## src/rtl/lstm_seq_ctrl_if.sv

```systemverilog
// Handshake and data bundle between the LSTM sequencer, its cell, the input
// stream and the downstream consumer. The slave side is the sequencer.
interface lstm_seq_ctrl_if #(
  parameter int DATA_WIDTH = 16,
  parameter int LEN_WIDTH  = 8
);
  logic                  start;
  logic [LEN_WIDTH-1:0]  seq_len;
  logic [DATA_WIDTH-1:0] c_init;
  logic [DATA_WIDTH-1:0] h_init;
  logic                  x_valid;
  logic [DATA_WIDTH-1:0] x_data;
  logic                  x_ready;
  logic [DATA_WIDTH-1:0] cell_x;
  logic [DATA_WIDTH-1:0] cell_c_in;
  logic [DATA_WIDTH-1:0] cell_h_in;
  logic [DATA_WIDTH-1:0] cell_c_out;
  logic [DATA_WIDTH-1:0] cell_h_out;
  logic                  h_valid;
  logic                  h_ready;
  logic [DATA_WIDTH-1:0] h_data;
  logic                  h_last;
  logic [DATA_WIDTH-1:0] c_final;
  logic [DATA_WIDTH-1:0] h_final;
  logic                  busy;
  logic                  done;

  modport master (
    output start, seq_len, c_init, h_init, x_valid, x_data,
           cell_c_out, cell_h_out, h_ready,
    input  x_ready, cell_x, cell_c_in, cell_h_in, h_valid, h_data, h_last,
           c_final, h_final, busy, done
  );

  modport slave (
    input  start, seq_len, c_init, h_init, x_valid, x_data,
           cell_c_out, cell_h_out, h_ready,
    output x_ready, cell_x, cell_c_in, cell_h_in, h_valid, h_data, h_last,
           c_final, h_final, busy, done
  );
endinterface

```

## src/rtl/lstm_seq_ctrl.sv

```systemverilog
// Sequencer for a combinational LSTM cell: owns the recurrent (c, h) state,
// drives the cell from registers and streams one h word per timestep.
module lstm_seq_ctrl #(
  parameter int DATA_WIDTH    = 16,
  parameter int FRACT_WIDTH   = 8,
  parameter int LEN_WIDTH     = 8,
  parameter int SETTLE_CYCLES = 1
) (
  input  logic            clk_i,
  input  logic            rst_ni,
  lstm_seq_ctrl_if.slave  bus_io
);

  localparam int SETTLE_W = (SETTLE_CYCLES > 1) ? $clog2(SETTLE_CYCLES) : 1;

  if (SETTLE_CYCLES < 1 || FRACT_WIDTH >= DATA_WIDTH) begin : g_bad_params
    $error("lstm_seq_ctrl: SETTLE_CYCLES must be >= 1 and FRACT_WIDTH < DATA_WIDTH");
  end

  typedef enum logic [2:0] {
    S_IDLE,
    S_LOAD,
    S_EVAL,
    S_EMIT,
    S_DONE
  } state_e;

  state_e                state_q;
  logic [DATA_WIDTH-1:0] x_q;
  logic [DATA_WIDTH-1:0] c_q;
  logic [DATA_WIDTH-1:0] h_q;
  logic [LEN_WIDTH-1:0]  len_q;
  logic [LEN_WIDTH-1:0]  step_q;
  logic [SETTLE_W-1:0]   settle_q;
  logic                  x_ready_q;
  logic                  h_valid_q;
  logic                  h_last_q;
  logic                  busy_q;
  logic                  done_q;

  // Every status output is its own flop, updated on the transition into the
  // state that owns it, so nothing downstream sees decode glitches.
  always_ff @(posedge clk_i or negedge rst_ni) begin
    if (!rst_ni) begin
      state_q   <= S_IDLE;
      x_q       <= '0;
      c_q       <= '0;
      h_q       <= '0;
      len_q     <= '0;
      step_q    <= '0;
      settle_q  <= '0;
      x_ready_q <= 1'b0;
      h_valid_q <= 1'b0;
      h_last_q  <= 1'b0;
      busy_q    <= 1'b0;
      done_q    <= 1'b0;
    end else begin
      done_q <= 1'b0;
      case (state_q)
        S_IDLE: begin
          if (bus_io.start) begin
            c_q    <= bus_io.c_init;
            h_q    <= bus_io.h_init;
            step_q <= '0;
            len_q  <= bus_io.seq_len;
            busy_q <= 1'b1;
            if (bus_io.seq_len != '0) begin
              x_ready_q <= 1'b1;
              state_q   <= S_LOAD;
            end else begin
              done_q  <= 1'b1;
              state_q <= S_DONE;
            end
          end
        end
        S_LOAD: begin
          if (bus_io.x_valid) begin
            x_q       <= bus_io.x_data;
            settle_q  <= SETTLE_W'(SETTLE_CYCLES - 1);
            x_ready_q <= 1'b0;
            state_q   <= S_EVAL;
          end
        end
        S_EVAL: begin
          if (settle_q != '0) begin
            settle_q <= settle_q - SETTLE_W'(1);
          end else begin
            c_q       <= bus_io.cell_c_out;
            h_q       <= bus_io.cell_h_out;
            h_valid_q <= 1'b1;
            h_last_q  <= (step_q == len_q - LEN_WIDTH'(1));
            state_q   <= S_EMIT;
          end
        end
        S_EMIT: begin
          if (bus_io.h_ready) begin
            h_valid_q <= 1'b0;
            h_last_q  <= 1'b0;
            if (h_last_q) begin
              done_q  <= 1'b1;
              state_q <= S_DONE;
            end else begin
              step_q    <= step_q + LEN_WIDTH'(1);
              x_ready_q <= 1'b1;
              state_q   <= S_LOAD;
            end
          end
        end
        S_DONE: begin
          busy_q  <= 1'b0;
          state_q <= S_IDLE;
        end
        default: state_q <= S_IDLE;
      endcase
    end
  end

  assign bus_io.x_ready   = x_ready_q;
  assign bus_io.cell_x    = x_q;
  assign bus_io.cell_c_in = c_q;
  assign bus_io.cell_h_in = h_q;
  assign bus_io.h_valid   = h_valid_q;
  assign bus_io.h_data    = h_q;
  assign bus_io.h_last    = h_last_q;
  assign bus_io.c_final   = c_q;
  assign bus_io.h_final   = h_q;
  assign bus_io.busy      = busy_q;
  assign bus_io.done      = done_q;

endmodule

```

## src/flat_wrapper.sv

```systemverilog
// flat-port wrapper written by rule: the top's interface ports become plain ports
module lstm_seq_ctrl_flat 
#(
  parameter int DATA_WIDTH    = 16,
  parameter int FRACT_WIDTH   = 8,
  parameter int LEN_WIDTH     = 8,
  parameter int SETTLE_CYCLES = 1
)
  (clk_i, rst_ni, bus_io_start, bus_io_seq_len, bus_io_c_init, bus_io_h_init, bus_io_x_valid, bus_io_x_data, bus_io_cell_c_out, bus_io_cell_h_out, bus_io_h_ready, bus_io_x_ready, bus_io_cell_x, bus_io_cell_c_in, bus_io_cell_h_in, bus_io_h_valid, bus_io_h_data, bus_io_h_last, bus_io_c_final, bus_io_h_final, bus_io_busy, bus_io_done);
  lstm_seq_ctrl_if #(.DATA_WIDTH(DATA_WIDTH), .LEN_WIDTH(LEN_WIDTH)) bus_io_i ();
  input  logic clk_i;
  input  logic rst_ni;
  input wire logic [$bits(bus_io_i.start)-1:0] bus_io_start;
  input wire logic [$bits(bus_io_i.seq_len)-1:0] bus_io_seq_len;
  input wire logic [$bits(bus_io_i.c_init)-1:0] bus_io_c_init;
  input wire logic [$bits(bus_io_i.h_init)-1:0] bus_io_h_init;
  input wire logic [$bits(bus_io_i.x_valid)-1:0] bus_io_x_valid;
  input wire logic [$bits(bus_io_i.x_data)-1:0] bus_io_x_data;
  input wire logic [$bits(bus_io_i.cell_c_out)-1:0] bus_io_cell_c_out;
  input wire logic [$bits(bus_io_i.cell_h_out)-1:0] bus_io_cell_h_out;
  input wire logic [$bits(bus_io_i.h_ready)-1:0] bus_io_h_ready;
  output wire logic [$bits(bus_io_i.x_ready)-1:0] bus_io_x_ready;
  output wire logic [$bits(bus_io_i.cell_x)-1:0] bus_io_cell_x;
  output wire logic [$bits(bus_io_i.cell_c_in)-1:0] bus_io_cell_c_in;
  output wire logic [$bits(bus_io_i.cell_h_in)-1:0] bus_io_cell_h_in;
  output wire logic [$bits(bus_io_i.h_valid)-1:0] bus_io_h_valid;
  output wire logic [$bits(bus_io_i.h_data)-1:0] bus_io_h_data;
  output wire logic [$bits(bus_io_i.h_last)-1:0] bus_io_h_last;
  output wire logic [$bits(bus_io_i.c_final)-1:0] bus_io_c_final;
  output wire logic [$bits(bus_io_i.h_final)-1:0] bus_io_h_final;
  output wire logic [$bits(bus_io_i.busy)-1:0] bus_io_busy;
  output wire logic [$bits(bus_io_i.done)-1:0] bus_io_done;
  assign bus_io_i.start = bus_io_start;
  assign bus_io_i.seq_len = bus_io_seq_len;
  assign bus_io_i.c_init = bus_io_c_init;
  assign bus_io_i.h_init = bus_io_h_init;
  assign bus_io_i.x_valid = bus_io_x_valid;
  assign bus_io_i.x_data = bus_io_x_data;
  assign bus_io_i.cell_c_out = bus_io_cell_c_out;
  assign bus_io_i.cell_h_out = bus_io_cell_h_out;
  assign bus_io_i.h_ready = bus_io_h_ready;
  assign bus_io_x_ready = bus_io_i.x_ready;
  assign bus_io_cell_x = bus_io_i.cell_x;
  assign bus_io_cell_c_in = bus_io_i.cell_c_in;
  assign bus_io_cell_h_in = bus_io_i.cell_h_in;
  assign bus_io_h_valid = bus_io_i.h_valid;
  assign bus_io_h_data = bus_io_i.h_data;
  assign bus_io_h_last = bus_io_i.h_last;
  assign bus_io_c_final = bus_io_i.c_final;
  assign bus_io_h_final = bus_io_i.h_final;
  assign bus_io_busy = bus_io_i.busy;
  assign bus_io_done = bus_io_i.done;
  lstm_seq_ctrl #(.DATA_WIDTH(DATA_WIDTH), .FRACT_WIDTH(FRACT_WIDTH), .LEN_WIDTH(LEN_WIDTH), .SETTLE_CYCLES(SETTLE_CYCLES)) u_core (.clk_i(clk_i), .rst_ni(rst_ni), .bus_io(bus_io_i));
endmodule
```

## config.mk

```make
export PLATFORM = sky130hd
export DESIGN_NAME = lstm_seq_ctrl_flat
export DESIGN_NICKNAME = d
export VERILOG_FILES = /design/src/rtl/lstm_seq_ctrl_if.sv /design/src/rtl/lstm_seq_ctrl.sv /design/src/flat_wrapper.sv
export SDC_FILE = /design/constraint.sdc
export NUM_CORES = 1
export LEC_CHECK = 0
export CORE_AREA = 2 2 117 119
export CTS_BUF_LIST = sky130_fd_sc_hd__clkbuf_16
export DETAILED_ROUTE_END_ITERATION = 12
export DIE_AREA = 0 0 119 121
export GPL_ROUTABILITY_DRIVEN = 0
export GPL_TIMING_DRIVEN = 0
export PLACE_DENSITY = 0.65
export SLEW_MARGIN = 20
export SYNTH_ARGS = -nofsm -noshare
export SYNTH_HDL_FRONTEND = slang
export SYNTH_SLANG_ARGS = --single-unit
```

## constraint.sdc

```tcl
create_clock -name clk_i -period 2.25 [get_ports clk_i]
set_clock_uncertainty 0.2 [all_clocks]
set_input_delay 0.3375 -clock clk_i [delete_from_list [all_inputs] [get_ports clk_i]]
set_output_delay 0.3375 -clock clk_i [all_outputs]
set_load 0.02 [all_outputs]
```

## Word level (Yosys, flattened, before mapping)

Index checks and enable logic that the tools add are counted.

| cells by class | value |
|---|---|
| $add $sub $neg | 3 |
| multipliers | 0 |
| div/mod/pow operators | 0 |
| magnitude comparators | 0 |
| equal/unequal tests | 11 |
| shifts and indexed selects | 0 |
| multiplexer cells | 37 |
| bitwise operators | 0 |
| reduce and logical (&&, ||, !) cells | 17 |

Operator list:

| operator | count |
|---|---|
| two-way mux 16 bit | 4 |
| case mux 16 bit (2 select lines) | 2 |
| two-way mux 8 bit | 3 |
| two-way mux 3 bit | 6 |
| case mux 8 bit (2 select lines) | 1 |
| two-way mux 1 bit | 14 |
| case mux 3 bit (4 select lines) | 1 |
| inequality test 2 bit (second input constant) | 5 |
| case mux 1 bit (2 select lines) | 5 |
| nonzero test 2 bit | 5 |
| adder 8 x 1 -> 8 bit (second input constant) | 1 |
| == test 8 bit | 1 |
| AND reduction 2 bit | 4 |
| AND reduction 4 bit | 2 |
| nonzero test 8 bit | 1 |
| subtractor 8 x 1 -> 8 bit (second input constant) | 1 |
| == test 3 x 2 -> 1 bit (second input constant) | 2 |
| AND reduction 3 bit | 2 |
| AND reduction 6 bit | 1 |
| == test 3 x 1 -> 1 bit (second input constant) | 1 |
| == test 3 bit (second input constant) | 1 |
| zero test 3 bit | 1 |
| case mux 1 bit (3 select lines) | 1 |
| nonzero test 3 bit | 1 |
| 2 further kinds | 2 |

| storage, ports and cells | value |
|---|---|
| register bits after elaboration | 73 |
| latch bits | 0 |
| RAM bits | 0 |
| ROM bits | 0 |
| input bits | 93 |
| output and inout port bits | 101 |
| logic and storage cells | 80 |
| memories | 0 |

## Depth between registers and ports, before layout

Gate-level depths: netlist of the first run.

| logic depth | value |
|---|---|
| depth in word-level cells | 4 |
| mapped depth | 8 |
| depth with buffers taken out | 7 |

## Worst setup path after synthesis of the first run

No wires, ideal clock.

| timing path | value |
|---|---|
| path kind | reg2reg |
| start point | register u_core.len_q[0] |
| end point | register u_core.h_last_q, in the netlist u_core.bus_io.h_last |
| library setup time | 122 ps |
| arrival time | 1579 ps |
| required time | 1928 ps |
| slack | 349 ps |
| stages on the path, launching flop included | 9 |
| path buffers | 1 |
| clock period less this slack | 1901 ps |
| cell sequence | dfrtp_1 -> inv_1 -> ha_1 -> clkbuf_1 -> nor3b_1 -> xnor2_1 -> a32oi_1 -> o31ai_1 -> a32o_1 |

| between the ends | value |
|---|---|
| word-level cells in the longest chain between the ends | 4 |

RTL lines:

| element | line | source |
|---|---|---|
| start: declaration | lstm_seq_ctrl.sv:32 | `logic [LEN_WIDTH-1:0] len_q;` |
| start signal: assignment | lstm_seq_ctrl.sv:65 | `len_q <= bus_io.seq_len;` |
| subtractor 8 x 1 -> 8 bit | lstm_seq_ctrl.sv:91 | `h_last_q <= (step_q == len_q - LEN_WIDTH'(1));` |
| == test 8 bit | lstm_seq_ctrl.sv:91 |  |
| two-way mux 1 bit | lstm_seq_ctrl.sv:85 | `if (settle_q != '0) begin` |
| case mux 1 bit (2 select lines) | lstm_seq_ctrl.sv:59 | `case (state_q)` |
| end signal: assignment | lstm_seq_ctrl.sv:91 |  |
| end: declaration | lstm_seq_ctrl.sv:37 | `logic h_last_q;` |

Every way passes these cells. The select of a mux whose other input is x is not followed.
A chain may end at the register's enable or synchronous reset.

## Final worst setup path of the first run

Same ends and word-level chain as after synthesis.

==> metrics.txt, run 1 <==
# TYPE chip_impl_metric gauge
chip_impl_metric{name="number_of_enable_type_register_cells_in_the_synthesized_netlist",unit=""} 0
chip_impl_metric{name="finish.instance_area",unit="um2"} 6310
chip_impl_metric{name="worstSkewPairLatency",unit="ps"} 330
chip_impl_metric{name="synthesis.yosys.warnings",unit=""} 0
chip_impl_metric{name="finalMaxSlewViolations",unit=""} 0
chip_impl_info{name="grt_setup_unrepaired",value="no"} 1
chip_impl_metric{name="multi_input_area",unit="um2"} 1520
chip_impl_metric{name="power.share.switching",unit=""} 0.389
chip_impl_metric{name="drt-pass1-iter-count",unit=""} 4
chip_impl_metric{name="core_box_area",unit="um2"} 13100
chip_impl_metric{name="vias_per_cell",unit=""} 4.40
chip_impl_metric{name="ys_seq_elements",unit=""} 72
chip_impl_metric{name="worstPathArrival",unit="ps"} 2070
chip_impl_metric{name="fp.dieW",unit="um"} 119
chip_impl_metric{name="cts_post_setup_buffers_inserted",unit=""} 0
chip_impl_metric{name="powerDensity",unit="nW/um2"} 1470
chip_impl_info{name="cp-start-kind",value="flop"} 1
chip_impl_metric{name="initial_utilization",unit=""} 0.293
chip_impl_info{name="run_status",value="finished, final reports clean"} 1
chip_impl_metric{name="report.final.hold_viol_count",unit=""} 0
chip_impl_metric{name="die-area",unit="um2"} 14400
chip_impl_info{name="crit_path_cell_trace",value="inv_1, ha_1, nor3b_1, xnor2_1, a32oi_1, o31ai_1, a32o_1"} 1
chip_impl_metric{name="slew_headroom",unit=""} 0.587
chip_impl_metric{name="timing.critical_path.slowest_cell_delay",unit="ps"} 430
chip_impl_info{name="largest_family_of_logic_cells_by_synthesized_area",value="multiplexers"} 1
chip_impl_metric{name="min_period_over_period",unit=""} 0.914
chip_impl_metric{name="tightest_pin_transition",unit="ps"} 619
chip_impl_metric{name="grt_pass1_vias",unit=""} 3379
chip_impl_metric{name="core.rowCount",unit=""} 42
chip_impl_metric{name="dpl.hpwl",unit="um"} 8570
chip_impl_metric{name="seq_power_share",unit=""} 0.259
chip_impl_metric{name="cts.clk_slew.worst_paths",unit="ps"} 50
chip_impl_metric{name="boundaryPins",unit=""} 194
chip_impl_metric{name="period_minus_slack",unit="ps"} 2060
chip_impl_info{name="holdPathEnd",value="u_core.bus_io.h_valid$_DFFE_PN0P_"} 1
chip_impl_metric{name="setup-tns-final",unit="ps"} 0
chip_impl_info{name="root_buffer",value="sky130_fd_sc_hd__clkbuf_16"} 1
chip_impl_metric{name="netSwitchingPower",unit="mW"} 3.61
chip_impl_metric{name="total_leakage_power",unit="nW"} 2.59
chip_impl_metric{name="drc",unit=""} 0
chip_impl_metric{name="cts-root-to-sink-buffers",unit=""} 2
chip_impl_metric{name="timing.reg2reg.worst_path_depth",unit=""} 7
chip_impl_metric{name="synth_async_sr_flop_share",unit=""} 1.00
chip_impl_metric{name="synthSimpleGateAreaFrac",unit=""} 0.112
chip_impl_metric{name="synthesis.instances",unit=""} 367
chip_impl_metric{name="internal_power",unit="mW"} 5.66
chip_impl_metric{name="global_route.usage.total",unit=""} 0.154
chip_impl_metric{name="area.sequential",unit="um2"} 1800
chip_impl_info{name="r2r_start",value="u_core.len_q[0]$_DFFE_PN0P_"} 1
chip_impl_metric{name="drt-total-wl",unit="um"} 10900
chip_impl_metric{name="antenna_found_initial",unit=""} 0
chip_impl_metric{name="power.share.combinational",unit=""} 0.593
chip_impl_info{name="timing.hold.worst.start",value="u_core.bus_io.h_valid$_DFFE_PN0P_"} 1
chip_impl_info{name="regToRegEndpoint",value="u_core.bus_io.h_last$_DFFE_PN0P_"} 1
chip_impl_metric{name="flow.area_growth_from_synthesis",unit="%"} 64.4
chip_impl_info{name="post_synth_top_flop",value="sky130_fd_sc_hd__dfrtp_1"} 1
chip_impl_metric{name="grt-ovfl-total",unit=""} 0
chip_impl_metric{name="synthAdderAreaFrac",unit=""} 0.00652
chip_impl_metric{name="critPathRequiredTime",unit="ps"} 2270
chip_impl_metric{name="cts_sinks",unit=""} 72
chip_impl_metric{name="area_share_of_xor_xnor_cells_in_the_synthesized_design",unit=""} 0.0365
chip_impl_metric{name="max_cap_viol_count",unit=""} 0
chip_impl_metric{name="die_h",unit="um"} 121
chip_impl_metric{name="post-place-cells",unit=""} 737
chip_impl_metric{name="mean_syn_cell_area",unit="um2"} 10.5
chip_impl_info{name="endpoint_kind",value="flop"} 1
chip_impl_metric{name="grt_max_degree",unit=""} 43
chip_impl_metric{name="antenna_cells",unit=""} 0
chip_impl_metric{name="vdd.ir_drop.worst",unit="mV"} 0.668
chip_impl_metric{name="grt_first_pass_wirelength",unit="um"} 17400
chip_impl_metric{name="proportion_of_synthesized_area_in_mux_cells",unit=""} 0.148
chip_impl_info{name="critical_path_class",value="reg -> reg"} 1
chip_impl_metric{name="final_layout_size_suffix_gt1_frac",unit=""} 0.187
chip_impl_metric{name="syn-num-nets",unit=""} 462
chip_impl_metric{name="finalNetCount",unit=""} 667
chip_impl_metric{name="fin_hold_ws",unit="ps"} 273
chip_impl_info{name="cts_tree",value="built"} 1
chip_impl_metric{name="finalSetupViolations",unit=""} 0
chip_impl_metric{name="final_cells",unit=""} 753
chip_impl_metric{name="cts_buf_count",unit=""} 9
chip_impl_metric{name="sequential_cell_area_fraction_in_the_yosys_report",unit=""} 0.470
chip_impl_metric{name="highest_clock_rate",unit="GHz"} 0.487
chip_impl_metric{name="avgRoutedWirePerCell",unit="um"} 14.5
chip_impl_metric{name="route.vias.total",unit=""} 3313
chip_impl_metric{name="r2r_slack",unit="ps"} 190
chip_impl_metric{name="clkPwrFrac",unit=""} 0.147
chip_impl_metric{name="whs_path_depth",unit=""} 1
chip_impl_metric{name="yosys.cell_types.count",unit=""} 45
chip_impl_metric{name="pre_cts_slack",unit="ps"} -68.8
chip_impl_metric{name="drt.antenna.violating_nets",unit=""} 0
chip_impl_metric{name="post_synth_instance_area",unit="um2"} 3840
chip_impl_info{name="worst_hold_path_type",value="reg -> reg"} 1
chip_impl_metric{name="worst-path-max-fanout",unit=""} 8
chip_impl_metric{name="initialDrtViolationCount",unit=""} 150
chip_impl_metric{name="filler_cell_count",unit=""} 1189
chip_impl_metric{name="cts-htree-levels",unit=""} 3
chip_impl_metric{name="finalWorstSetupSlack",unit="ps"} 195
chip_impl_metric{name="cell_area_after_placement",unit="um2"} 6010
chip_impl_metric{name="port_buffers",unit=""} 193
chip_impl_info{name="worst_path_max_delay_cell",value="sky130_fd_sc_hd__dfrtp_1"} 1
chip_impl_metric{name="synthesized_area_fraction_occupied_by_ao_oa_aoi_and_oai_cells",unit=""} 0.0926
==> critical path: cells and delay by family (launching register included) <==
kind / cells / cell delay (ps)
buffers and inverters: 1 / 100
adders and majority gates: 1 / 320
DFF: 1 / 430
AOI/OAI and AO/OA: 3 / 520
and+or+nand+nor: 1 / 270
xor gates and xnor gates: 1 / 110
==> cells in the final DEF (no fill, tap or decap), types with 2 or more instances in the layout <==
cell	count
sky130_fd_sc_hd__or2_2	2
sky130_fd_sc_hd__buf_6	6
sky130_fd_sc_hd__dfrtp_1	72
sky130_fd_sc_hd__clkbuf_2	2
sky130_fd_sc_hd__xor2_1	9
sky130_fd_sc_hd__o31ai_1	2
sky130_fd_sc_hd__a21oi_1	8
sky130_fd_sc_hd__nor2_2	2
sky130_fd_sc_hd__mux2_2	22
sky130_fd_sc_hd__o21ai_1	32
sky130_fd_sc_hd__a32oi_1	2
sky130_fd_sc_hd__ha_1	2
sky130_fd_sc_hd__nor3b_1	2
sky130_fd_sc_hd__nand4_1	5
sky130_fd_sc_hd__clkinvlp_4	2
sky130_fd_sc_hd__o21ai_0	7
sky130_fd_sc_hd__clkbuf_1	4
sky130_fd_sc_hd__clkbuf_16	9
sky130_fd_sc_hd__nand3_1	2
sky130_fd_sc_hd__buf_2	3
sky130_fd_sc_hd__clkinv_2	2
sky130_fd_sc_hd__clkinv_1	2
sky130_fd_sc_hd__clkdlybuf4s50_1	192
sky130_fd_sc_hd__nor3_1	4
sky130_fd_sc_hd__xnor2_1	7
sky130_fd_sc_hd__a21o_1	3
sky130_fd_sc_hd__inv_1	8
sky130_fd_sc_hd__mux2i_1	32
sky130_fd_sc_hd__nor2_1	14
sky130_fd_sc_hd__or4_1	2
sky130_fd_sc_hd__nand2_1	43
sky130_fd_sc_hd__buf_4	50
sky130_fd_sc_hd__nor4_1	3
==> metrics by stage <==
step                      utilization  total power, mW
after floorplan                     -             5.58
after global placement          0.458             7.87
after detailed placement        0.460             7.99
after CTS                       0.482             9.41
after global routing            0.482             9.88
final                           0.482             9.28
==> area by class of cell <==
| class | instances | area share |
|---|---|---|
| repair buffers | 195 | 0.312 |
| flip-flops and latches | 72 | 0.286 |
| multi-input cells | 220 | 0.241 |
| plain buffers | 65 | 0.0760 |
| clock buffers | 9 | 0.0357 |
| well taps | 176 | 0.0349 |
| clock inverters | 7 | 0.00992 |
| inverters | 9 | 0.00536 |
==> worst max-delay path by stage <==
stage | from | endpoint | cells past startpoint
after floorplan | u_core.len_q[0]$_DFFE_PN0P_ | u_core.bus_io.h_last$_DFFE_PN0P_ | 8
after global placement | rst_ni | u_core.bus_io.cell_h_in[2]$_DFFE_PN0P_ | 1
after detailed placement | bus_io_start | u_core.len_q[3]$_DFFE_PN0P_ | 5
after CTS | u_core.len_q[0]$_DFFE_PN0P_ | u_core.bus_io.h_last$_DFFE_PN0P_ | 8
after global routing | u_core.state_q[1]$_DFFE_PN0P_ | u_core.bus_io.c_final[8]$_DFFE_PN0P_ | 6
final | u_core.len_q[0]$_DFFE_PN0P_ | u_core.bus_io.h_last$_DFFE_PN0P_ | 7
==> flip-flops by register name (all words and copies together) (netlist names) <==
signal,flops
u_core.bus_io.busy,1
u_core.bus_io.c_final,16
u_core.bus_io.cell_h_in,16
u_core.bus_io.cell_x,16
u_core.bus_io.done,1
u_core.bus_io.h_last,1
u_core.bus_io.h_valid,1
u_core.bus_io.x_ready,1
u_core.len_q,8
u_core.state_q,3
u_core.step_q,8
==> what timing repair did <==
action                                  CTS  global route
hold buffers                              1             0
gates resized for setup                   0             1
endpoints found under the setup margin    0             9
hold endpoints to repair                 30             0
==> routing by layer <==
layer  share of wire  wire length, um  up-vias  track usage
met1            0.43             4710     1549        0.186
li1                -                -     1623            -
met5               0                0        -            0
met3           0.054              587       15       0.0338
met4           0.016              170        0       0.0558
met2            0.50             5480      126        0.270
==> synthesized netlist by cell type (2+ instances only) <==
cell type	number	area [um2]
sky130_fd_sc_hd__buf_6	6	67.6
sky130_fd_sc_hd__xnor2_1	7	61.3
sky130_fd_sc_hd__clkbuf_1	5	18.8
sky130_fd_sc_hd__a32oi_1	2	17.5
sky130_fd_sc_hd__nand2_1	43	161
sky130_fd_sc_hd__nor4_1	3	18.8
sky130_fd_sc_hd__buf_1	2	7.51
sky130_fd_sc_hd__o21ai_1	32	160
sky130_fd_sc_hd__mux2i_1	32	320
sky130_fd_sc_hd__nor3_1	4	20.0
sky130_fd_sc_hd__o21ai_0	7	35.0
sky130_fd_sc_hd__dfrtp_1	72	1800
sky130_fd_sc_hd__nor3b_1	2	15.0
sky130_fd_sc_hd__buf_4	49	368
sky130_fd_sc_hd__ha_1	2	25.0
sky130_fd_sc_hd__mux2_2	22	248
sky130_fd_sc_hd__buf_2	3	15.0
sky130_fd_sc_hd__xor2_1	9	78.8
sky130_fd_sc_hd__a21oi_1	8	40.0
sky130_fd_sc_hd__or2_2	2	12.5
sky130_fd_sc_hd__nand3_1	2	10.0
sky130_fd_sc_hd__or4_1	2	15.0
sky130_fd_sc_hd__inv_1	8	30.0
sky130_fd_sc_hd__nand4_1	5	31.3
sky130_fd_sc_hd__nor2_1	14	52.6
sky130_fd_sc_hd__a21o_1	3	22.5
sky130_fd_sc_hd__o31ai_1	2	15.0
sky130_fd_sc_hd__nor2_2	2	12.5
==> cell families after synthesis <==
| family | count (synthesis) |
|---|---|
| buf+inv | 75 |
| mux | 54 |
| fa+ha+maj | 2 |
| simple gates | 87 |
| compound gates | 61 |
| xor+xnor | 16 |
| flops | 72 |
==> power groups by stage <==
stage          Sequential [mW]  Clock [mW]  Combinational, mW
3_3_place_gp              2.40           0               5.48
2_1_floorplan             2.86           0               2.72
6_report                  2.41        1.37               5.50
5_1_grt                   2.49        1.48               5.91
3_5_place_dp              2.43           0               5.56
4_1_cts                   2.42        1.42               5.57
No activity file was read; power rests on OpenSTA's default activity.
==> run 2: changes to the inputs <==
Settings changed: CORE_AREA 2 2 117 119 to 2 2 163 85, DIE_AREA 0 0 119 121 to 0 0 165 87, PLACE_DENSITY 0.65 to 0.66.
==> metrics.txt, run 2 (same netlist as run 1, synthesis figures left out) <==
# TYPE chip_impl_metric gauge
chip_impl_info{name="run_status",value="finished, final reports clean"} 1
chip_impl_metric{name="antenna_found_initial",unit=""} 0
chip_impl_metric{name="powerDensity",unit="nW/um2"} 1490
chip_impl_metric{name="vias_per_cell",unit=""} 4.48
chip_impl_metric{name="finalWorstSetupSlack",unit="ps"} 193
chip_impl_metric{name="final_cells",unit=""} 753
chip_impl_metric{name="cts-htree-levels",unit=""} 3
chip_impl_metric{name="core.rowCount",unit=""} 30
chip_impl_metric{name="fp.dieW",unit="um"} 165
chip_impl_info{name="global_route.peak_usage_layer",value="met2"} 1
chip_impl_metric{name="period_minus_slack",unit="ps"} 2060
chip_impl_info{name="root_buffer",value="sky130_fd_sc_hd__clkbuf_16"} 1
chip_impl_metric{name="cts_sinks",unit=""} 72
chip_impl_metric{name="drc",unit=""} 0
chip_impl_info{name="endpoint_kind",value="flop"} 1
chip_impl_metric{name="flow.area_growth_from_synthesis",unit="%"} 65.0
chip_impl_metric{name="finish.instance_area",unit="um2"} 6330
chip_impl_info{name="layout.cells.most_common",value="sky130_fd_sc_hd__clkdlybuf4s50_1"} 1
chip_impl_metric{name="gr_util_met1",unit=""} 0.212
chip_impl_metric{name="finalNetCount",unit=""} 667
chip_impl_metric{name="highest_clock_rate",unit="GHz"} 0.486
chip_impl_metric{name="antenna_cells",unit=""} 0
chip_impl_metric{name="drt.antenna.violating_nets",unit=""} 0
chip_impl_metric{name="report.final.hold_viol_count",unit=""} 0
chip_impl_metric{name="pre_cts_slack",unit="ps"} -71.2
chip_impl_info{name="critical_path_class",value="reg -> reg"} 1
chip_impl_metric{name="total_leakage_power",unit="nW"} 2.59
chip_impl_metric{name="port_buffers",unit=""} 193
chip_impl_metric{name="cts-root-to-sink-buffers",unit=""} 2
chip_impl_info{name="cp-start-kind",value="flop"} 1
chip_impl_metric{name="route.vias.total",unit=""} 3376
chip_impl_info{name="grt_setup_unrepaired",value="no"} 1
chip_impl_info{name="worst_hold_path_type",value="in -> async"} 1
chip_impl_metric{name="drt-total-wl",unit="um"} 11300
chip_impl_metric{name="grt-ovfl-total",unit=""} 0
chip_impl_metric{name="die_h",unit="um"} 87
chip_impl_metric{name="core_utilization_of_the_finished_layout",unit=""} 0.483
chip_impl_metric{name="vdd.ir_drop.worst",unit="mV"} 0.808
chip_impl_metric{name="globalRouteMet2Util",unit=""} 0.258
chip_impl_metric{name="total_power",unit="mW"} 9.44
chip_impl_metric{name="setup-tns-final",unit="ps"} 0
chip_impl_metric{name="fin_hold_ws",unit="ps"} 233
chip_impl_metric{name="cts.clk_slew.worst_paths",unit="ps"} 60
chip_impl_metric{name="tightest_pin_transition",unit="ps"} 535
chip_impl_metric{name="finalSetupViolations",unit=""} 0
chip_impl_metric{name="grt_first_pass_wirelength",unit="um"} 17700
chip_impl_metric{name="min_period_over_period",unit=""} 0.914
chip_impl_metric{name="initial_utilization",unit=""} 0.293
chip_impl_metric{name="drt-pass1-iter-count",unit=""} 4
chip_impl_metric{name="finalMaxSlewViolations",unit=""} 0
chip_impl_metric{name="cell_area_after_placement",unit="um2"} 6010
chip_impl_metric{name="critPathRequiredTime",unit="ps"} 2320
chip_impl_metric{name="die-area",unit="um2"} 14400
chip_impl_metric{name="cts_post_setup_buffers_inserted",unit=""} 0
chip_impl_metric{name="post-place-cells",unit=""} 737
chip_impl_info{name="cts_tree",value="built"} 1
chip_impl_info{name="crit_path_start",value="u_core.state_q[1]$_DFFE_PN0P_"} 1
chip_impl_metric{name="worstSkewPairLatency",unit="ps"} 330
chip_impl_metric{name="worstPathArrival",unit="ps"} 2130
chip_impl_info{name="final_cell_mix",value="sky130_fd_sc_hd__clkdlybuf4s50_1, sky130_fd_sc_hd__dfrtp_1, sky130_fd_sc_hd__buf_4"} 1
chip_impl_metric{name="slew_headroom",unit=""} 0.640
chip_impl_metric{name="gr-usage-met3",unit=""} 0.0509
chip_impl_metric{name="worst-path-max-fanout",unit=""} 10
chip_impl_metric{name="global_route.usage.total",unit=""} 0.160
chip_impl_metric{name="grt_pass1_vias",unit=""} 3461
chip_impl_metric{name="core_box_area",unit="um2"} 13100
chip_impl_metric{name="initialDrtViolationCount",unit=""} 155
chip_impl_metric{name="filler_cell_count",unit=""} 1205
chip_impl_metric{name="boundaryPins",unit=""} 194
chip_impl_metric{name="cts_buf_count",unit=""} 9
chip_impl_metric{name="avgRoutedWirePerCell",unit="um"} 15.1
chip_impl_metric{name="grt_max_degree",unit=""} 54
chip_impl_metric{name="final_layout_size_suffix_gt1_frac",unit=""} 0.194
chip_impl_metric{name="dpl.hpwl",unit="um"} 8800
chip_impl_metric{name="max_cap_viol_count",unit=""} 0
chip_impl_info{name="r2r_start",value="u_core.state_q[1]$_DFFE_PN0P_"} 1
==> run 2: changes by cell type in the layout (fill, tap and decap cells not counted), sizes merged <==
cell    delta
inv        +3
clkinv     -3
buf        -2
clkbuf     +2
==> run 2: area by class of cell <==
class                           count  area [um2]  area share
Clock buffer                        9         225      0.0356
Clock inverter                      7        76.3      0.0121
Buffer                             65         483      0.0763
Timing Repair Buffer              195        1970       0.311
Sequential cell                    72        1800       0.285
Multi-Input combinational cell    220        1520       0.240
Tap cell                          176         220      0.0348
Inverter                            9        33.8     0.00534
==> run 2: where the power goes <==
part           internal [mW]  switching (mW)  leakage [nW]
Combinational           2.96            2.62          1.57
Clock                  0.868           0.590         0.143
Sequential              1.88           0.527         0.881
Total                   5.70            3.74          2.60
==> run 2: timing repair <==
item,CTS,global route
hold buffers,1,0
gates resized for setup,0,4
endpoints found under the hold margin,19,0
endpoints found under the setup margin,0,21
==> run 2: final timing paths <==
kind | end | slack [ps] | cells after the start
setup / recovery | u_core.bus_io.h_last$_DFFE_PN0P_ | 190 | 6
hold / removal | u_core.bus_io.c_final[6]$_DFFE_PN0P_ | 230 | 2
setup reg to reg | u_core.bus_io.h_last$_DFFE_PN0P_ | 190 | 6
hold reg to reg | u_core.bus_io.h_valid$_DFFE_PN0P_ | 280 | 1
max in group asynchronous | u_core.bus_io.c_final[10]$_DFFE_PN0P_ | 1030 | 3
min in group clk_i | u_core.bus_io.h_valid$_DFFE_PN0P_ | 280 | 1
==> run 2: worst max-delay path: stages (launching register included) <==
cell,delay (ps)
sky130_fd_sc_hd__dfrtp_1,470
sky130_fd_sc_hd__inv_2,120
sky130_fd_sc_hd__nor3_2,330
sky130_fd_sc_hd__clkbuf_4,330
sky130_fd_sc_hd__nand4_1,110
sky130_fd_sc_hd__nor4_1,210
sky130_fd_sc_hd__a32o_1,220
==> run 2: metal layers <==
| metal | vias up | wire [um] |
|---|---|---|
| met5 | - | 0 |
| met4 | 0 | 52 |
| met3 | 6 | 913 |
| met2 | 152 | 5040 |
| met1 | 1599 | 5330 |
| li1 | 1619 | - |
==> run 3: changes to the inputs <==
Settings changed: CORE_AREA 2 2 163 85 to 2 2 149 93, DIE_AREA 0 0 165 87 to 0 0 151 95, PLACE_DENSITY 0.66 to 0.65.
==> metrics.txt, run 3 (same netlist as run 1, synthesis figures left out) <==
# TYPE chip_impl_metric gauge
chip_impl_metric{name="initialDrtViolationCount",unit=""} 101
chip_impl_metric{name="drt-pass1-iter-count",unit=""} 4
chip_impl_metric{name="powerDensity",unit="nW/um2"} 1470
chip_impl_metric{name="timing.reg2reg.worst_path_depth",unit=""} 6
chip_impl_metric{name="global_route.usage.total",unit=""} 0.156
chip_impl_info{name="final_cell_mix",value="sky130_fd_sc_hd__clkdlybuf4s50_1, sky130_fd_sc_hd__dfrtp_1, sky130_fd_sc_hd__buf_4"} 1
chip_impl_metric{name="worst-path-max-fanout",unit=""} 10
chip_impl_info{name="cp-start-kind",value="flop"} 1
chip_impl_metric{name="critPathBufInv",unit=""} 2
chip_impl_metric{name="clkPwrFrac",unit=""} 0.140
chip_impl_metric{name="vdd.ir_drop.worst",unit="mV"} 0.631
chip_impl_metric{name="worstSkewPairLatency",unit="ps"} 330
chip_impl_info{name="holdPathEnd",value="u_core.bus_io.h_valid$_DFFE_PN0P_"} 1
chip_impl_metric{name="grt_first_pass_wirelength",unit="um"} 17100
chip_impl_metric{name="drt-total-wl",unit="um"} 11200
chip_impl_metric{name="vias_per_cell",unit=""} 4.48
chip_impl_metric{name="pre_cts_slack",unit="ps"} -71.1
chip_impl_info{name="critical_path_class",value="reg -> reg"} 1
chip_impl_metric{name="total_power",unit="mW"} 9.23
chip_impl_metric{name="critPathRequiredTime",unit="ps"} 2310
chip_impl_metric{name="fin_hold_ws",unit="ps"} 282
chip_impl_metric{name="setup-tns-final",unit="ps"} 0
chip_impl_metric{name="slew_headroom",unit=""} 0.637
chip_impl_metric{name="cts-htree-levels",unit=""} 3
chip_impl_metric{name="fp.dieW",unit="um"} 151
chip_impl_info{name="cts_tree",value="built"} 1
chip_impl_metric{name="finalSetupViolations",unit=""} 0
chip_impl_metric{name="cts_post_setup_buffers_inserted",unit=""} 0
chip_impl_metric{name="internal_power",unit="mW"} 5.56
chip_impl_metric{name="power.share.combinational",unit=""} 0.600
chip_impl_info{name="worst_path_max_delay_cell",value="sky130_fd_sc_hd__dfrtp_1"} 1
chip_impl_metric{name="timing.critical_path.slowest_cell_delay",unit="ps"} 460
chip_impl_info{name="worst_hold_path_type",value="reg -> reg"} 1
chip_impl_metric{name="cts-root-to-sink-buffers",unit=""} 2
chip_impl_metric{name="boundaryPins",unit=""} 194
chip_impl_metric{name="port_buffers",unit=""} 193
chip_impl_metric{name="route.vias.total",unit=""} 3372
chip_impl_metric{name="finalWorstSetupSlack",unit="ps"} 187
chip_impl_metric{name="grt_max_degree",unit=""} 40
chip_impl_info{name="timing.hold.worst.start",value="u_core.bus_io.h_valid$_DFFE_PN0P_"} 1
chip_impl_metric{name="grt_pass1_vias",unit=""} 3332
chip_impl_metric{name="cts.clk_slew.worst_paths",unit="ps"} 60
chip_impl_metric{name="drc",unit=""} 0
chip_impl_metric{name="area.sequential",unit="um2"} 1800
chip_impl_metric{name="finalNetCount",unit=""} 667
chip_impl_metric{name="die_h",unit="um"} 95
chip_impl_metric{name="tightest_pin_transition",unit="ps"} 540
chip_impl_info{name="r2r_start",value="u_core.state_q[1]$_DFFE_PN0P_"} 1
chip_impl_metric{name="flow.area_growth_from_synthesis",unit="%"} 63.8
chip_impl_metric{name="power.share.switching",unit=""} 0.398
chip_impl_metric{name="final_layout_size_suffix_gt1_frac",unit=""} 0.187
chip_impl_metric{name="cts_sinks",unit=""} 72
chip_impl_metric{name="core_box_area",unit="um2"} 13100
chip_impl_metric{name="drt.antenna.violating_nets",unit=""} 0
chip_impl_metric{name="seq_power_share",unit=""} 0.260
chip_impl_metric{name="finalMaxSlewViolations",unit=""} 0
chip_impl_info{name="layout.cells.most_common",value="sky130_fd_sc_hd__clkdlybuf4s50_1"} 1
chip_impl_metric{name="total_leakage_power",unit="nW"} 2.59
chip_impl_metric{name="die-area",unit="um2"} 14300
chip_impl_metric{name="grt-ovfl-total",unit=""} 0
chip_impl_metric{name="antenna_found_initial",unit=""} 0
chip_impl_metric{name="core.rowCount",unit=""} 33
chip_impl_metric{name="r2r_slack",unit="ps"} 190
chip_impl_metric{name="worstPathArrival",unit="ps"} 2130
chip_impl_info{name="crit_path_cell_trace",value="inv_2, nor3_2, clkbuf_4, nand4_1, nor4_1, a32o_1"} 1
chip_impl_metric{name="multi_input_area",unit="um2"} 1520
chip_impl_info{name="regToRegEndpoint",value="u_core.bus_io.h_last$_DFFE_PN0P_"} 1
chip_impl_info{name="global_route.peak_usage_layer",value="met2"} 1
chip_impl_metric{name="report.final.hold_viol_count",unit=""} 0
chip_impl_metric{name="highest_clock_rate",unit="GHz"} 0.485
chip_impl_metric{name="netSwitchingPower",unit="mW"} 3.67
chip_impl_metric{name="avgRoutedWirePerCell",unit="um"} 14.9
chip_impl_info{name="run_status",value="finished, final reports clean"} 1
chip_impl_metric{name="globalRouteMet2Util",unit=""} 0.258
chip_impl_info{name="endpoint_kind",value="flop"} 1
chip_impl_metric{name="filler_cell_count",unit=""} 1219
chip_impl_metric{name="gr-usage-met3",unit=""} 0.0522
chip_impl_metric{name="cts_buf_count",unit=""} 9
chip_impl_metric{name="period_minus_slack",unit="ps"} 2060
chip_impl_info{name="timing.critical_path.max_delay_family",value="simple AND/OR/NAND/NOR gates"} 1
chip_impl_info{name="grt_setup_unrepaired",value="no"} 1
chip_impl_metric{name="gr_util_met1",unit=""} 0.196
chip_impl_metric{name="max_cap_viol_count",unit=""} 0
chip_impl_metric{name="min_period_over_period",unit=""} 0.917
chip_impl_metric{name="whs_path_depth",unit=""} 1
chip_impl_metric{name="core_utilization_of_the_finished_layout",unit=""} 0.478
chip_impl_metric{name="initial_utilization",unit=""} 0.292
chip_impl_metric{name="antenna_cells",unit=""} 0
chip_impl_info{name="root_buffer",value="sky130_fd_sc_hd__clkbuf_16"} 1
chip_impl_metric{name="dpl.hpwl",unit="um"} 8720
[run 3: worst max-delay path by stage]
stage	from	to	slack, ps	depth (start not counted)
2_1_floorplan	u_core.len_q[0]$_DFFE_PN0P_	u_core.bus_io.h_last$_DFFE_PN0P_	350	8
3_3_place_gp	rst_ni	u_core.bus_io.cell_x[1]$_DFFE_PN0P_	-2040	1
3_5_place_dp	bus_io_start	u_core.bus_io.cell_h_in[7]$_DFFE_PN0P_	-70	6
4_1_cts	u_core.state_q[1]$_DFFE_PN0P_	u_core.bus_io.c_final[11]$_DFFE_PN0P_	5	6
5_1_grt	u_core.state_q[1]$_DFFE_PN0P_	u_core.bus_io.h_last$_DFFE_PN0P_	30	6
6_report	u_core.state_q[1]$_DFFE_PN0P_	u_core.bus_io.h_last$_DFFE_PN0P_	190	6
[run 3: power by group through the flow]
stage | clock (mW) | sequential [mW] | combinational, mW
finish | 1.29 | 2.40 | 5.54
global route | 1.39 | 2.50 | 5.95
CTS | 1.34 | 2.42 | 5.60
detailed placement | 0 | 2.43 | 5.60
global placement | 0 | 2.40 | 5.49
floorplan | 0 | 2.86 | 2.72
[run 3: repair_timing]
| item | 4_1_cts | 5_1_grt |
|---|---|---|
| hold buffers | 1 | 0 |
| endpoints found under the setup margin | 0 | 21 |
| hold endpoints to repair | 33 | 0 |
| gates resized for setup | 0 | 3 |
[run 3: final cells by class]
class | count | share of cell area
well taps | 175 | 0.0349
flip-flops and latches | 72 | 0.287
repair buffers | 195 | 0.312
inverters | 9 | 0.00538
clock buffers | 9 | 0.0358
plain buffers | 65 | 0.0769
clock inverters | 7 | 0.00657
multi-input cells | 220 | 0.242
[run 3: through the flow]
| stage | instances | cell area, um2 |
|---|---|---|
| 2_1_floorplan | 367 | 3840 |
| 3_3_place_gp | 735 | 5990 |
| 3_5_place_dp | 736 | 6000 |
| 4_1_cts | 753 | 6280 |
| 5_1_grt | 752 | 6280 |
| 6_report | 752 | 6280 |
[run 3: per-layer routing]
metal,wire [um],up-vias
li1,-,1622
met1,4920,1595
met2,5190,140
met3,959,15
met4,152,0
met5,0,-
==> RTL edit (flow settings as in run 2) <==
Re-encode `state_e` (5 states) as one-hot, 5 bits wide.
--- a/src/rtl/lstm_seq_ctrl.sv
+++ b/src/rtl/lstm_seq_ctrl.sv
@@ -19,8 +19,8 @@
 
-  typedef enum logic [2:0] {
-    S_IDLE,
-    S_LOAD,
-    S_EVAL,
-    S_EMIT,
-    S_DONE
+  typedef enum logic [4:0] {
+    S_IDLE = 5'b00001,
+    S_LOAD = 5'b00010,
+    S_EVAL = 5'b00100,
+    S_EMIT = 5'b01000,
+    S_DONE = 5'b10000
   } state_e;
Check against the original RTL: no difference found for any inputs over 10 cycles, from zero or initial values and one cycle with rst_ni low; not proved beyond that.
==> RTL edit against run 2 <==
  * Synthesized cell count up 14%
  * Setup slack got worse by 0.046 ns
  * First-iteration DRC count rose by 21%
  * Sequential cell count rose by 2
  * Cell area is 1.3% higher
  * Fmax fell by 2.2%
  * Area after synthesis rose by 2.6%
  * Hold slack better by 0.046 ns
  * Combinational power down 7.7%
  * Wire length grew 13%
  * Power shrank 4.5%
  * Highest routed layer unchanged
==> RTL edit: results (changes against run 2) <==
GRT
  – All-Layer GR Usage: 17.8% (+1.8 points)
  – M3 GR Usage: 7.04% (+2.0 points)
  – First-pass GRT wire length: 19.5 mm (+9.7%)
  – Largest net degree at the start of global routing: 42 (-22%)
  – Met2 GRT Util: 25.9% (+0.076 points)

Outcome
  – Run status: complete, no violations

Routing
  – WL final: 12.8 mm (+13%)
  – DR iter-0 viols: 187 (+21%)
  – Via count: 3759 (+11%)

Min path
  – Hold crit path type: reg -> reg

Power
  – Peak supply drop: 0.707 mV (-12%)
  – Pleak: 2.82 nW (+8.8%)

Yosys
  – Commonest cells in the netlist: nand2_1 (93), dfrtp_1 (73), buf_4 (51)
  – Synth Area in Adders: 0.636% (-0.017 points)
  – Sequential area share after synthesis: 47.1% (+0.11 points)
  – Synth area leaders: dfrtp_1 (46%), buf_4 (9.7%), nand2_1 (8.9%)
  – XOR/XNOR Fraction of Synth Area: 3.56% (-0.093 points)
  – Compound-Gate Fraction of Synth Area: 10.1% (+0.85 points)
  – Cell Area, Synth: 0.00394 sq mm (+2.6%)
  – Mux contribution to synthesized area: 5.15% (-9.7 points)

Critical path
  – CP max stage cell: dfstp_2
  – Worst r2r src: u_core.state_q[0]
  – Reg2reg end: u_core.bus_io.c_final[0]
  – CP peak stage delay: 0.62 ns (+0.15 ns)
  – R2R Setup Slk: 0.15 ns (-0.05 ns)
  – Worst Reg2Reg Path Length in Cells: 4 (-2)

Finish
  – Fillers: 1217 (+1.0%)
[RTL edit: how the worst max path moves through the flow]
stage | start | end | slack (ns) | cells after the start
4_1_cts | u_core.state_q[0] | u_core.bus_io.cell_h_in[13] | 0.09 | 5
5_1_grt | u_core.state_q[0] | u_core.bus_io.c_final[3] | 0.01 | 4
2_1_floorplan | u_core.len_q[0] | u_core.bus_io.h_last | 0.41 | 7
3_5_place_dp | bus_io_seq_len[5] | u_core.bus_io.x_ready | -0.16 | 6
3_3_place_gp | rst_ni | u_core.bus_io.cell_h_in[0] | -2.01 | 1
6_report | u_core.state_q[0] | u_core.bus_io.c_final[0] | 0.15 | 4
[RTL edit: cell type report]
class / count / area, sq um / share of cell area (%)
Buffer: 66 / 490 / 7.65
Clock buffer: 9 / 225 / 3.51
Inverter: 8 / 30.0 / 0.469
Tap cell: 176 / 220 / 3.44
Timing Repair Buffer: 195 / 1960 / 30.6
Clock inverter: 7 / 68.8 / 1.07
Multi-Input combinational cell: 268 / 1560 / 24.4
Sequential cell: 74 / 1850 / 28.9
[RTL edit: report_power, final]
group          switching [mW]  total, mW  internal [mW]
logic                    2.38       5.14           2.76
registers               0.565       2.44           1.87
clock network           0.580       1.44          0.856
total                    3.53       9.01           5.48
[RTL edit: metrics by stage]
step,total power [mW],area (sq um),std cells
6_report,9.01,6410,803
5_1_grt,9.55,6410,803
4_1_cts,9.10,6410,803
3_5_place_dp,7.60,6110,787
3_3_place_gp,7.51,6090,786
2_1_floorplan,5.24,3940,417
[RTL edit: repair_timing]
| action | in CTS | in global routing |
|---|---|---|
| setup endpoints to repair | 1 | 8 |
| pin swaps | 0 | 0 |
| hold buffers | 1 | 0 |
| hold endpoints to repair | 32 | 0 |
| resized for setup | 0 | 1 |
